## config.mk

```make
export PLATFORM = sky130hd
export DESIGN_NAME = rv_uart_tx
export DESIGN_NICKNAME = d
export VERILOG_FILES = /design/src/rtl/rv_uart_tx.sv
export SDC_FILE = /design/constraint.sdc
export NUM_CORES = 1
export LEC_CHECK = 0
export ABC_CLOCK_PERIOD_IN_PS = 7000
export CORE_UTILIZATION = 45
export CTS_CLUSTER_SIZE = 20
export DETAILED_ROUTE_END_ITERATION = 8
export PLACE_DENSITY = 0.68
export RECOVER_POWER = 100
export SLEW_MARGIN = 20
export SYNTH_ARGS = -nofsm -noshare
export SYNTH_HDL_FRONTEND = slang
export SYNTH_SLANG_ARGS = --single-unit
```

## constraint.sdc

```tcl
create_clock -name clk_i -period 7 [get_ports clk_i]
set_input_delay 0.7 -clock clk_i [delete_from_list [all_inputs] [get_ports clk_i]]
set_output_delay 0.7 -clock clk_i [all_outputs]
set_load 0.01 [all_outputs]
```

## src/rtl/rv_uart_tx.sv

```systemverilog
// Memory-mapped 8N1 UART transmitter on the rv_cpu data-memory bus.
// Byte FIFO feeds a baud serializer; status and divider are readable with 1-cycle latency.
//
// state   | meaning
// --------+-----------------------------------------------
// S_IDLE  | line high, waiting for a byte in the FIFO
// S_START | start bit (low) for one bit period
// S_DATA  | eight data bits, LSB first
// S_STOP  | stop bit (high); chains straight into next frame
module rv_uart_tx #(
    parameter logic [31:0] g_base_addr = 32'h0010_0000,
    parameter int          g_clk_div   = 16,
    parameter int          g_fifo_log2 = 3
) (
    input  logic        clk_i,
    input  logic        rst_i,
    input  logic [31:0] dm_addr_i,
    input  logic [31:0] dm_data_s_i,
    input  logic [3:0]  dm_data_select_i,
    input  logic        dm_write_i,
    output logic [31:0] dm_data_l_o,
    output logic        txd_o,
    output logic        tx_busy_o
);

    localparam int DEPTH = 2 ** g_fifo_log2;
    localparam int CW    = g_fifo_log2 + 1;
    localparam logic [CW-1:0]          CNT_ONE = CW'(1);
    localparam logic [CW-1:0]          CNT_FULL = CW'(DEPTH);
    localparam logic [g_fifo_log2-1:0] PTR_ONE = g_fifo_log2'(1);

    typedef enum logic [1:0] {S_IDLE, S_START, S_DATA, S_STOP} state_t;

    state_t                 state;
    logic [7:0]             shifter;
    logic [2:0]             bit_idx;
    logic [15:0]            timer;
    logic [15:0]            bit_limit;

    logic [7:0]             mem [DEPTH];
    logic [g_fifo_log2-1:0] wr_ptr;
    logic [g_fifo_log2-1:0] rd_ptr;
    logic [CW-1:0]          count;
    logic                   overflow;
    logic [15:0]            div_reg;

    logic        hit;
    logic [1:0]  word;
    logic        empty;
    logic        full;
    logic        bit_end;
    logic        pop;
    logic        wr_txdata;
    logic        push_ok;
    logic        clr_ovf;
    logic        wr_div;
    logic [15:0] eff_div;
    logic [7:0]  count_byte;
    logic [31:0] status_word;
    logic [31:0] rd_word;
    logic        unused_bits;

    assign hit        = dm_addr_i[31:4] == g_base_addr[31:4];
    assign word       = dm_addr_i[3:2];
    assign empty      = count == '0;
    assign full       = count == CNT_FULL;
    assign bit_end    = timer == 16'd0;
    assign pop        = !empty && (state == S_IDLE || (state == S_STOP && bit_end));
    assign wr_txdata  = dm_write_i && hit && word == 2'd0 && dm_data_select_i[0];
    assign push_ok    = wr_txdata && (!full || pop);
    assign clr_ovf    = dm_write_i && hit && word == 2'd1 && dm_data_select_i[0] && dm_data_s_i[3];
    assign wr_div     = dm_write_i && hit && word == 2'd2 && dm_data_select_i[1:0] == 2'b11;
    assign eff_div    = (div_reg == 16'd0) ? 16'd1 : div_reg;
    assign count_byte = 8'(count);
    assign status_word = {16'h0, count_byte, 4'h0, overflow, state == S_IDLE, empty, full};
    assign unused_bits = ^{dm_data_s_i[31:16], dm_data_select_i[3:2], dm_addr_i[1:0]};

    always_comb begin
        rd_word = 32'h0;
        if (hit) begin
            case (word)
                2'd1:    rd_word = status_word;
                2'd2:    rd_word = {16'h0, div_reg};
                default: rd_word = 32'h0;
            endcase
        end
    end

    always_ff @(posedge clk_i) begin
        if (push_ok) mem[wr_ptr] <= dm_data_s_i[7:0];
    end

    always_ff @(posedge clk_i or posedge rst_i) begin
        if (rst_i) begin
            wr_ptr      <= '0;
            rd_ptr      <= '0;
            count       <= '0;
            overflow    <= 1'b0;
            div_reg     <= 16'(g_clk_div);
            dm_data_l_o <= 32'h0;
        end else begin
            dm_data_l_o <= rd_word;
            if (push_ok) wr_ptr <= wr_ptr + PTR_ONE;
            if (pop)     rd_ptr <= rd_ptr + PTR_ONE;
            case ({push_ok, pop})
                2'b10:   count <= count + CNT_ONE;
                2'b01:   count <= count - CNT_ONE;
                default: count <= count;
            endcase
            // A rejected push in the same cycle as a clear leaves the flag set.
            if (wr_txdata && !push_ok) overflow <= 1'b1;
            else if (clr_ovf)          overflow <= 1'b0;
            if (wr_div) div_reg <= dm_data_s_i[15:0];
        end
    end

    always_ff @(posedge clk_i or posedge rst_i) begin
        if (rst_i) begin
            state     <= S_IDLE;
            shifter   <= 8'h0;
            bit_idx   <= 3'd0;
            timer     <= 16'd0;
            bit_limit <= 16'd1;
            txd_o     <= 1'b1;
            tx_busy_o <= 1'b0;
        end else begin
            // Line level follows the state one cycle later, so a write shows on txd two edges on.
            case (state)
                S_START: txd_o <= 1'b0;
                S_DATA:  txd_o <= shifter[0];
                default: txd_o <= 1'b1;
            endcase
            tx_busy_o <= (state != S_IDLE) || !empty;

            case (state)
                S_IDLE: begin
                    if (!empty) begin
                        shifter   <= mem[rd_ptr];
                        bit_limit <= eff_div;
                        timer     <= eff_div - 16'd1;
                        state     <= S_START;
                    end
                end
                S_START: begin
                    if (bit_end) begin
                        timer   <= bit_limit - 16'd1;
                        bit_idx <= 3'd0;
                        state   <= S_DATA;
                    end else begin
                        timer <= timer - 16'd1;
                    end
                end
                S_DATA: begin
                    if (bit_end) begin
                        timer   <= bit_limit - 16'd1;
                        shifter <= shifter >> 1;
                        if (bit_idx == 3'd7) state <= S_STOP;
                        else                 bit_idx <= bit_idx + 3'd1;
                    end else begin
                        timer <= timer - 16'd1;
                    end
                end
                S_STOP: begin
                    if (bit_end) begin
                        if (!empty) begin
                            shifter   <= mem[rd_ptr];
                            bit_limit <= eff_div;
                            timer     <= eff_div - 16'd1;
                            state     <= S_START;
                        end else begin
                            state <= S_IDLE;
                        end
                    end else begin
                        timer <= timer - 16'd1;
                    end
                end
                default: state <= S_IDLE;
            endcase
        end
    end

endmodule

```

==> results.txt, run 1 <==
- Number of failing hold endpoints at the final stage: 0
* Hold Path Class: flip-flop to flip-flop
- Level count of the clock H-tree: 4
* Most flops, register: mem
* FP Rows: 47
- Critical-path maximum fanout: 22
- The number of global-route vias before repair came to 5364.
* TritonCTS buffer count: 17
- Part of the total power dissipated in sequential elements: 48.2%
* Share of synthesized area occupied by flip-flops and latches: 54.4%
* Hold Buf Count CTS: 0
- Fill cells in the final layout number 1419.
- Input/output buffers: 68
- Of the total power, combinational logic draws 4.8%.
- Number of vias after detailed routing: 5304
* Per-cell routed wire length: 18.3 um
- The startpoint identified for the worst hold timing path is shifter[6]$_DFFE_PP0P_.
- At the worst endpoint, the arrival time is 4.51 ns.
- Buffer depth of the longest clock path: 2
* Starting DRT DRC Count: 364
* Xor and xnor fraction of the mapped netlist area: 4.22%
* Power density relative to cell area: 219 nW/um^2
- Cells on worst reg2reg path: 9
- After synthesis, the largest family of logic cells by area is simple AND/OR/NAND/NOR gates.
- The clock period could shrink to 4.46 ns.
- The internal portion of the total power is 1.53 mW.
* Number of antenna violations at the first check in global routing: 0
- Avg Cell Area, Syn: 11.9 um^2
* I/O Pins: 105
- Entering global routing, the biggest net connects 62 pins.
- Run status: complete, no violations
- Layout area overhead: 16.9%
- Worst clock skew on the final layout: 0.0101 ns
- Post-Synthesis Cells: 643
- Share of power burned in the clock network: 47.0%
- The repair_antennas step left the layout with diodes totalling 0.
- TritonCTS built the clock tree.
* Depth of the worst hold-timing path: 2
- The Yosys step of the flow raised 0 warnings.
- The path with the worst hold slack has its endpoint at shifter[6]$_DFFE_PP0P_.
* Area of the mapped netlist: 7680 um^2
- Max-cap violations in this run came to 0.
- Vias per cell: 5.68
- Post-synthesis mux area share: 11.3%
* VDD IR-drop max: 0.149 mV
- The die is 133 um wide.
* Simple-gate share of the synthesized area: 12.8%
* Adder-cell area share of the yosys netlist: 3.03%
* Most frequent cells in the layout: sky130_fd_sc_hd__dfrtp_1 (86), sky130_fd_sc_hd__edfxtp_1 (64), sky130_fd_sc_hd__nor2_1 (55)
- Switching power share of the total: 22.4%
- Leak: 3.74 nW
- Counting flops with an async set or reset pin after synthesis yields a share of 58.4%.
- The library cell used most frequently in the layout, excluding fill and tap cells, is sky130_fd_sc_hd__dfrtp_1.
- The setup check on the worst reg-to-reg path leaves a slack of 2.54 ns.
- In this run the power spent charging and discharging nets is 441 uW.
* Final worst path period share: 63.7%
* Worst-case hold slack: 0.482 ns
- Count of state elements after synthesis: 154
* Slew of the pin with the lowest slew margin: 1.36 ns
- Setup crit start kind: flip-flop
- The number of max-slew violations in the final report was 0.
- Core region area: 16600 um^2
- Post-synthesis cell type count: 63
- Buffer type at the clock tree root: sky130_fd_sc_hd__clkbuf_16
- After the last flow step, the layout net total stands at 791.
* Routed wire length: 17000 um
* Placer's final routability congestion estimate: 0.813
* Detail Placement HPWL: 11800 um
- Once detail routing completed, the nets flagged for antenna violations numbered 0.
* Flip-flop count of the largest register after layout: 64
- In the synthesized netlist the dominant register cell turns out to be sky130_fd_sc_hd__dfrtp_1.
* All-Layer GR Usage: 20.8%
* Type of element capturing the critical path: flip-flop
- Complex-gate fraction of the synthesized area: 9.60%
- Setup bufs post-CTS: 0
- Derived from the worst setup path, the maximum achievable clock frequency is 224 MHz.
- Sinks on the clock net: 154
* Number of enable-type register cells in the synthesized netlist: 64
- Fraction of layout instances using a drive strength above 1: 12.0%
- In the routed design, unresolved DRC markers number 0.
- Setup TNS: 0 ns
- STA puts the critical path data required time at 7.05 ns.
- Headroom to the max-slew limit came out at 8.76%.
- Before antenna repair, the detailed router went through 6 iterations.
- Setup Crit Path Kind: flip-flop to flip-flop
- The worst register-to-register path ends at mem[4][1]$_DFFE_PP_.
- Global-route wire length before repair: 28300 um
* Grt total ovfl: 0
- Unrepaired setup endpoints after global routing: false
- Setup violations remaining at the end of the flow were counted as 0.
* Launch point of the worst reg-to-reg path: timer[0]$_DFF_PP0_
- The die is 133 um tall.
- Total chip power: 1.97 mW
- Once the floorplan was initialized, standard cells occupied 46.1% of the core.
* Share of the core filled with cells: 53.9%
* # resized after CTS: 0
- Die Footprint: 17600 um^2
- Clock Pin Slew Worst Setup and Hold Paths: 0.07 ns
* Insertion delay to the later sink of the worst-skew pair: 0.43 ns
worst max-delay path: stages (launching register included):
cell	delay, ns
sky130_fd_sc_hd__dfrtp_1	0.41
sky130_fd_sc_hd__inv_1	0.12
sky130_fd_sc_hd__ha_1	0.15
sky130_fd_sc_hd__or4b_2	0.65
sky130_fd_sc_hd__nor4_1	0.19
sky130_fd_sc_hd__clkbuf_1	0.77
sky130_fd_sc_hd__a21o_1	0.50
sky130_fd_sc_hd__o21ai_0	0.20
sky130_fd_sc_hd__or2_2	0.37
sky130_fd_sc_hd__nor2_1	0.69
worst max path at each step:
stage | from | endpoint | cells after the start
2_1_floorplan | timer[0]$_DFF_PP0_ | mem[0][0]$_DFFE_PP_ | 8
3_3_place_gp | dm_addr_i[23] | div_reg[1]$_DFFE_PP0P_ | 7
3_5_place_dp | dm_addr_i[23] | div_reg[11]$_DFFE_PP0P_ | 7
4_1_cts | timer[0]$_DFF_PP0_ | mem[4][1]$_DFFE_PP_ | 9
5_1_grt | timer[0]$_DFF_PP0_ | count[3]$_DFFE_PP0P_ | 14
6_report | timer[0]$_DFF_PP0_ | mem[4][1]$_DFFE_PP_ | 9
cells in the mapped netlist, types with 3 or more instances:
cell	instances	area share, %
sky130_fd_sc_hd__o31ai_1	3	0.29
sky130_fd_sc_hd__nor3_1	20	1.3
sky130_fd_sc_hd__xor2_1	20	2.3
sky130_fd_sc_hd__buf_1	4	0.20
sky130_fd_sc_hd__a21o_1	4	0.39
sky130_fd_sc_hd__nand4_1	5	0.41
sky130_fd_sc_hd__nand3_1	11	0.72
sky130_fd_sc_hd__mux2_4	6	1.2
sky130_fd_sc_hd__mux2i_1	8	1.0
sky130_fd_sc_hd__nand2b_1	4	0.33
sky130_fd_sc_hd__xnor2_1	17	1.9
sky130_fd_sc_hd__edfxtp_1	64	25
sky130_fd_sc_hd__o22ai_1	4	0.33
sky130_fd_sc_hd__dfrtp_1	87	28
sky130_fd_sc_hd__o211ai_1	8	0.78
sky130_fd_sc_hd__inv_1	16	0.78
sky130_fd_sc_hd__a21oi_1	24	1.6
sky130_fd_sc_hd__clkbuf_1	25	1.2
sky130_fd_sc_hd__mux4_2	16	4.7
sky130_fd_sc_hd__a22o_1	6	0.68
sky130_fd_sc_hd__a22oi_1	8	0.78
sky130_fd_sc_hd__mux2_2	30	4.4
sky130_fd_sc_hd__or4_1	11	1.1
sky130_fd_sc_hd__or3_1	4	0.33
sky130_fd_sc_hd__and3_1	10	0.81
sky130_fd_sc_hd__nand2_1	41	2.0
sky130_fd_sc_hd__ha_1	17	2.8
sky130_fd_sc_hd__a31oi_1	6	0.49
sky130_fd_sc_hd__nor4_1	18	1.5
sky130_fd_sc_hd__buf_4	16	1.6
sky130_fd_sc_hd__o21ai_0	34	2.2
sky130_fd_sc_hd__dfstp_2	3	1.0
sky130_fd_sc_hd__nor2_1	54	2.6
logic make-up after synthesis:
family | count (synthesis)
flip-flops | 154
AO/OA/AOI/OAI | 115
other | 1
multiplexers | 60
adder cells (fa/ha/maj) | 18
buffers and inverters | 65
XOR/XNOR | 37
AND/OR/NAND/NOR | 193
per-layer routing:
layer / global-route usage, % / part of all wire (%) / up-vias
li1: - / - / 2480
met4: 7.41 / 1.4 / 0
met1: 27.5 / 44 / 2607
met2: 34.4 / 49 / 194
met5: 0 / 0 / -
met3: 3.75 / 5.0 / 23
power groups by stage:
stage	registers, mW	logic, mW	clock network (mW)
after floorplan	0.967	0.0568	0
after global placement	0.967	0.0908	0
after detailed placement	0.967	0.0970	0
after CTS	0.949	0.0979	0.936
after global routing	0.950	0.106	0.970
final	0.950	0.0953	0.925
metrics by stage:
stage | instance area, um^2 | cells | setup WS (ns)
after floorplan | 7730 | 658 | 3.86
after global placement | 8450 | 903 | 2.89
after detailed placement | 8450 | 903 | 2.83
after CTS | 9040 | 934 | 3.06
after global routing | 8980 | 934 | 2.19
final | 8980 | 934 | 2.54
area by class of cell:
class | count | area [um^2] | area share [%]
Multi-Input combinational cell | 439 | 3160 | 35.2
Inverter | 16 | 61.3 | 0.683
Timing Repair Buffer | 74 | 711 | 7.92
Clock inverter | 13 | 160 | 1.78
Sequential cell | 154 | 4180 | 46.6
Clock buffer | 18 | 429 | 4.78
Tap cell | 220 | 275 | 3.07
Power figures use the tool's default switching activity.
==> run 2: changes to the inputs <==
--- a/config.mk
+++ b/config.mk
@@ -5,7 +5,7 @@
 export SDC_FILE = /design/constraint.sdc
 export NUM_CORES = 1
 export LEC_CHECK = 0
-export ABC_CLOCK_PERIOD_IN_PS = 7000
+export ABC_CLOCK_PERIOD_IN_PS = 4600
 export CORE_UTILIZATION = 45
 export CTS_CLUSTER_SIZE = 20
 export DETAILED_ROUTE_END_ITERATION = 8
==> constraint.sdc (replaced) <==
create_clock -name clk_i -period 4.6 [get_ports clk_i]
set_input_delay 0.46 -clock clk_i [delete_from_list [all_inputs] [get_ports clk_i]]
set_output_delay 0.46 -clock clk_i [all_outputs]
set_load 0.01 [all_outputs]
==> run 2 against run 1 <==
The run now ends with capacitance limit, slew limit left. Routed wire length shrank 3.2%. Sequential power increased by 53%. Global-route usage is 0.60 points lower. Die area stayed put. Utilization hardly changed. Design area barely moved. Largest cell class unchanged. Largest power group unchanged. Highest routed layer unchanged.
==> results.txt, run 2 (synthesis gave the netlist of run 1 again) <==
* Capture point of the worst path: count[2]$_DFFE_PP0P_
- The detailed-route vias per instance is 5.65 (-0.44%).
* Top cell family by delay on the critical path: simple AND/OR/NAND/NOR gates
- The fraction of final layout cells sized beyond drive strength 1 came to 12.7% (+0.66 points).
* Hold Path Class: flip-flop to flip-flop
* Run status: finished with violations
- The internal power is 2.28 mW (+49%).
* Number of vias after detailed routing: 5292 (-0.23%)
- Unrepaired setup endpoints after global routing: false
- Violated checks: capacitance limit, slew limit
* Setup bufs post-CTS: 0 (unchanged)
* Max transition margin: -23.6% (-32 points)
- Most common cell after layout, fill and taps aside: sky130_fd_sc_hd__dfrtp_1
* Type of element capturing the critical path: flip-flop
- The number of remaining DRC errors was 0 (unchanged).
- The total detailed-routing wirelength is 16500 um (-3.2%).
- Walking the worst path, the cells encountered are inv_1, ha_1, or4b_2, nor4_1, clkbuf_1, a21oi_1, buf_4, nor2_2, o21ai_0, mux2_2.
* Slack of the critical path: 0.656 ns (-1.88 ns)
- The initial antenna violation count is 0 (unchanged).
- Die outline height: 133 um (unchanged)
- Number of nets in the finished design: 792 (+0.13%)
- Layout area overhead: 16.9% (about the same)
- Leak: 3.75 nW (+0.18%)
* Top metal layer carrying routed signals: met4
- Power density relative to cell area: 329 nW/um^2 (+50%)
- Crit path launch: timer[0]$_DFF_PP0_
- The clock network fraction of design power came to 46.2% (-0.8 points).
* Via count of the first global-routing pass: 5346 (-0.34%)
- Critical Path Slowest Stage Cell: sky130_fd_sc_hd__clkbuf_1
* Maximum number of pins on one net before global-route repair: 50 (-19%)
- The proportion of power drawn by flip-flops and latches came to 48.9% (+0.7 points).
* Insertion delay to the later sink of the worst-skew pair: 0.43 ns (about the same)
- Max Slew Vio Count: 43 (+43)
* Sinks on the clock net: 154 (unchanged)
- The number of buffers created by CTS came to 17 (unchanged).
- In the layout the commonest cells are sky130_fd_sc_hd__dfrtp_1 (86), sky130_fd_sc_hd__edfxtp_1 (64), sky130_fd_sc_hd__nor2_1 (54).
- Count of inserted antenna diode cells: 0 (unchanged)
* Number of failing hold endpoints at the final stage: 0 (unchanged)
- I/O Pins: 105 (unchanged)
* Buffer depth of the longest clock path: 2 (unchanged)
* Global-route wire length before repair: 27300 um (-3.3%)
- Buffer type at the clock tree root: sky130_fd_sc_hd__clkbuf_16
- CTS tree: yes
- Die Span X: 133 um (unchanged)
- Post-detailed-route count of antenna-violating nets: 0 (unchanged)
- Setup crit start kind: flip-flop
- The flip-flop count of the largest register after layout was 64 (unchanged).
- The clock transition at the registers of the reported paths came to 0.06 ns (about the same).
- Worst path arrival time: 4.25 ns (-0.26 ns)
- The endpoint identified for the worst register-to-register timing path is count[2]$_DFFE_PP0P_.
- The total of cells resized after clock tree synthesis is 0 (unchanged).
- Gate power share: 4.9% (about the same)
- Switching power share of the total: 22.8% (+0.46 points)
- The achievable frequency is 254 MHz (+13%).
- Critical-path maximum fanout: 21 (-4.5%)
* Detailed-router iteration count before antenna repair: 5 (-1)
* Slew of the pin with the lowest slew margin: 1.84 ns (+0.483 ns)
- The reported max-cap violation count is 1 (+1).
* # setup viols final: 0 (unchanged)
- The number of buffers inserted for hold repair after clock tree synthesis came to 0 (unchanged).
- Worst path required time: 4.91 ns (-2.14 ns)
- Minimum clock period: 3.94 ns (-0.517 ns)
- Core region area: 16600 um^2 (unchanged)
- Setup Crit Path Kind: flip-flop to flip-flop
* All-Layer GR Usage: 20.2% (-0.60 points)
- Setup slack at placement: 1.05 ns (-1.78 ns)
- The routability congestion estimate from global placement is 0.857 (+5.3%).
* Starting DRT DRC Count: 435 (+20%)
- Detailed route wirelength on metal2: 8280 um (-1.9%)
- Per-cell routed wire length: 17.6 um (-3.4%)
- The peak per-stage delay on the critical path is 0.78 ns (about the same).
- Instance count on the critical path: 10 (+1)
* Critical path buffers and inverters: 3 (+1)
- The HPWL after detailed placement was 11700 um (-1.0%).
- Grt total ovfl: 0 (unchanged)
* VDD IR-drop max: 0.231 mV (+55%)
- Worst clock skew on the final layout: 0.00792 ns (-0.00217 ns)
* Final worst path period share: 85.7% (+22 points)
- The detailed route wirelength on metal3 came to 711 um (-17%).
- The number of cells on the worst reg-to-reg path was 10 (+1).
* Met1 Routed Length: 7120 um (-5.2%)
* Input/output buffers: 68 (unchanged)
- Most flops, register: mem
* FP Rows: 47 (unchanged)
- The worst register-to-register path begins at timer[0]$_DFF_PP0_.
* Starting utilization of the core area: 46.1% (unchanged)
- Die Footprint: 17600 um^2 (unchanged)
- The switching component of the power came to 675 uW (+53%).
* Internal reg-to-reg setup slack: 0.66 ns (-1.88 ns)
- The final total negative setup slack is 0 ns (unchanged).
- The H-tree level count is 4 (unchanged).
[run 2: final cells by class]
cell class | count | area (um^2)
tap | 220 | 275
sequential | 154 | 4180
timing repair buffer | 75 | 716
fill | 1386 | 7670
clock buffer | 17 | 425
multi-input combinational | 439 | 3170
clock inverter | 15 | 151
inverter | 16 | 61.3
[run 2: worst min-delay path, stage by stage, from the launching register on]
cell	delay, ns
sky130_fd_sc_hd__dfrtp_1	0.34
sky130_fd_sc_hd__nand2_1	0.05
sky130_fd_sc_hd__o21ai_0	0.06
[run 2: how the worst min path moves through the flow]
stage	start	to	cells after the start
6_report	shifter[3]$_DFFE_PP0P_	shifter[3]$_DFFE_PP0P_	2
5_1_grt	overflow$_DFFE_PP0P_	overflow$_DFFE_PP0P_	1
4_1_cts	rst_i	bit_idx[2]$_DFFE_PP0P_	2
3_5_place_dp	shifter[3]$_DFFE_PP0P_	shifter[3]$_DFFE_PP0P_	2
3_3_place_gp	shifter[1]$_DFFE_PP0P_	shifter[1]$_DFFE_PP0P_	2
2_1_floorplan	shifter[7]$_DFFE_PP0P_	shifter[7]$_DFFE_PP0P_	2
[run 2: power by group through the flow]
| stage | clock [mW] | sequential [mW] | combinational (mW) |
|---|---|---|---|
| after floorplan | 0 | 1.47 | 0.0864 |
| after global placement | 0 | 1.47 | 0.138 |
| after detailed placement | 0 | 1.47 | 0.147 |
| after CTS | 1.39 | 1.44 | 0.147 |
| after global routing | 1.44 | 1.45 | 0.163 |
| final | 1.36 | 1.45 | 0.144 |
[run 2: through the flow]
step	instance area [um^2]	util [%]	power [mW]	instances	hold WS, ns
floorplan	7730	-	1.56	658	0.449
global route	8970	53.9	3.05	936	0.532
detailed placement	8460	50.8	1.62	904	0.473
finish	8970	53.9	2.95	936	0.486
CTS	9030	54.3	2.98	936	0.481
global placement	8460	50.8	1.61	904	0.462
[run 2: metal layers]
layer  GRT usage [%]  vias to the layer above
met3            4.14                       33
met4            8.62                        0
li1                -                     2477
met2            33.0                      174
met5               0                        -
met1            26.2                     2608
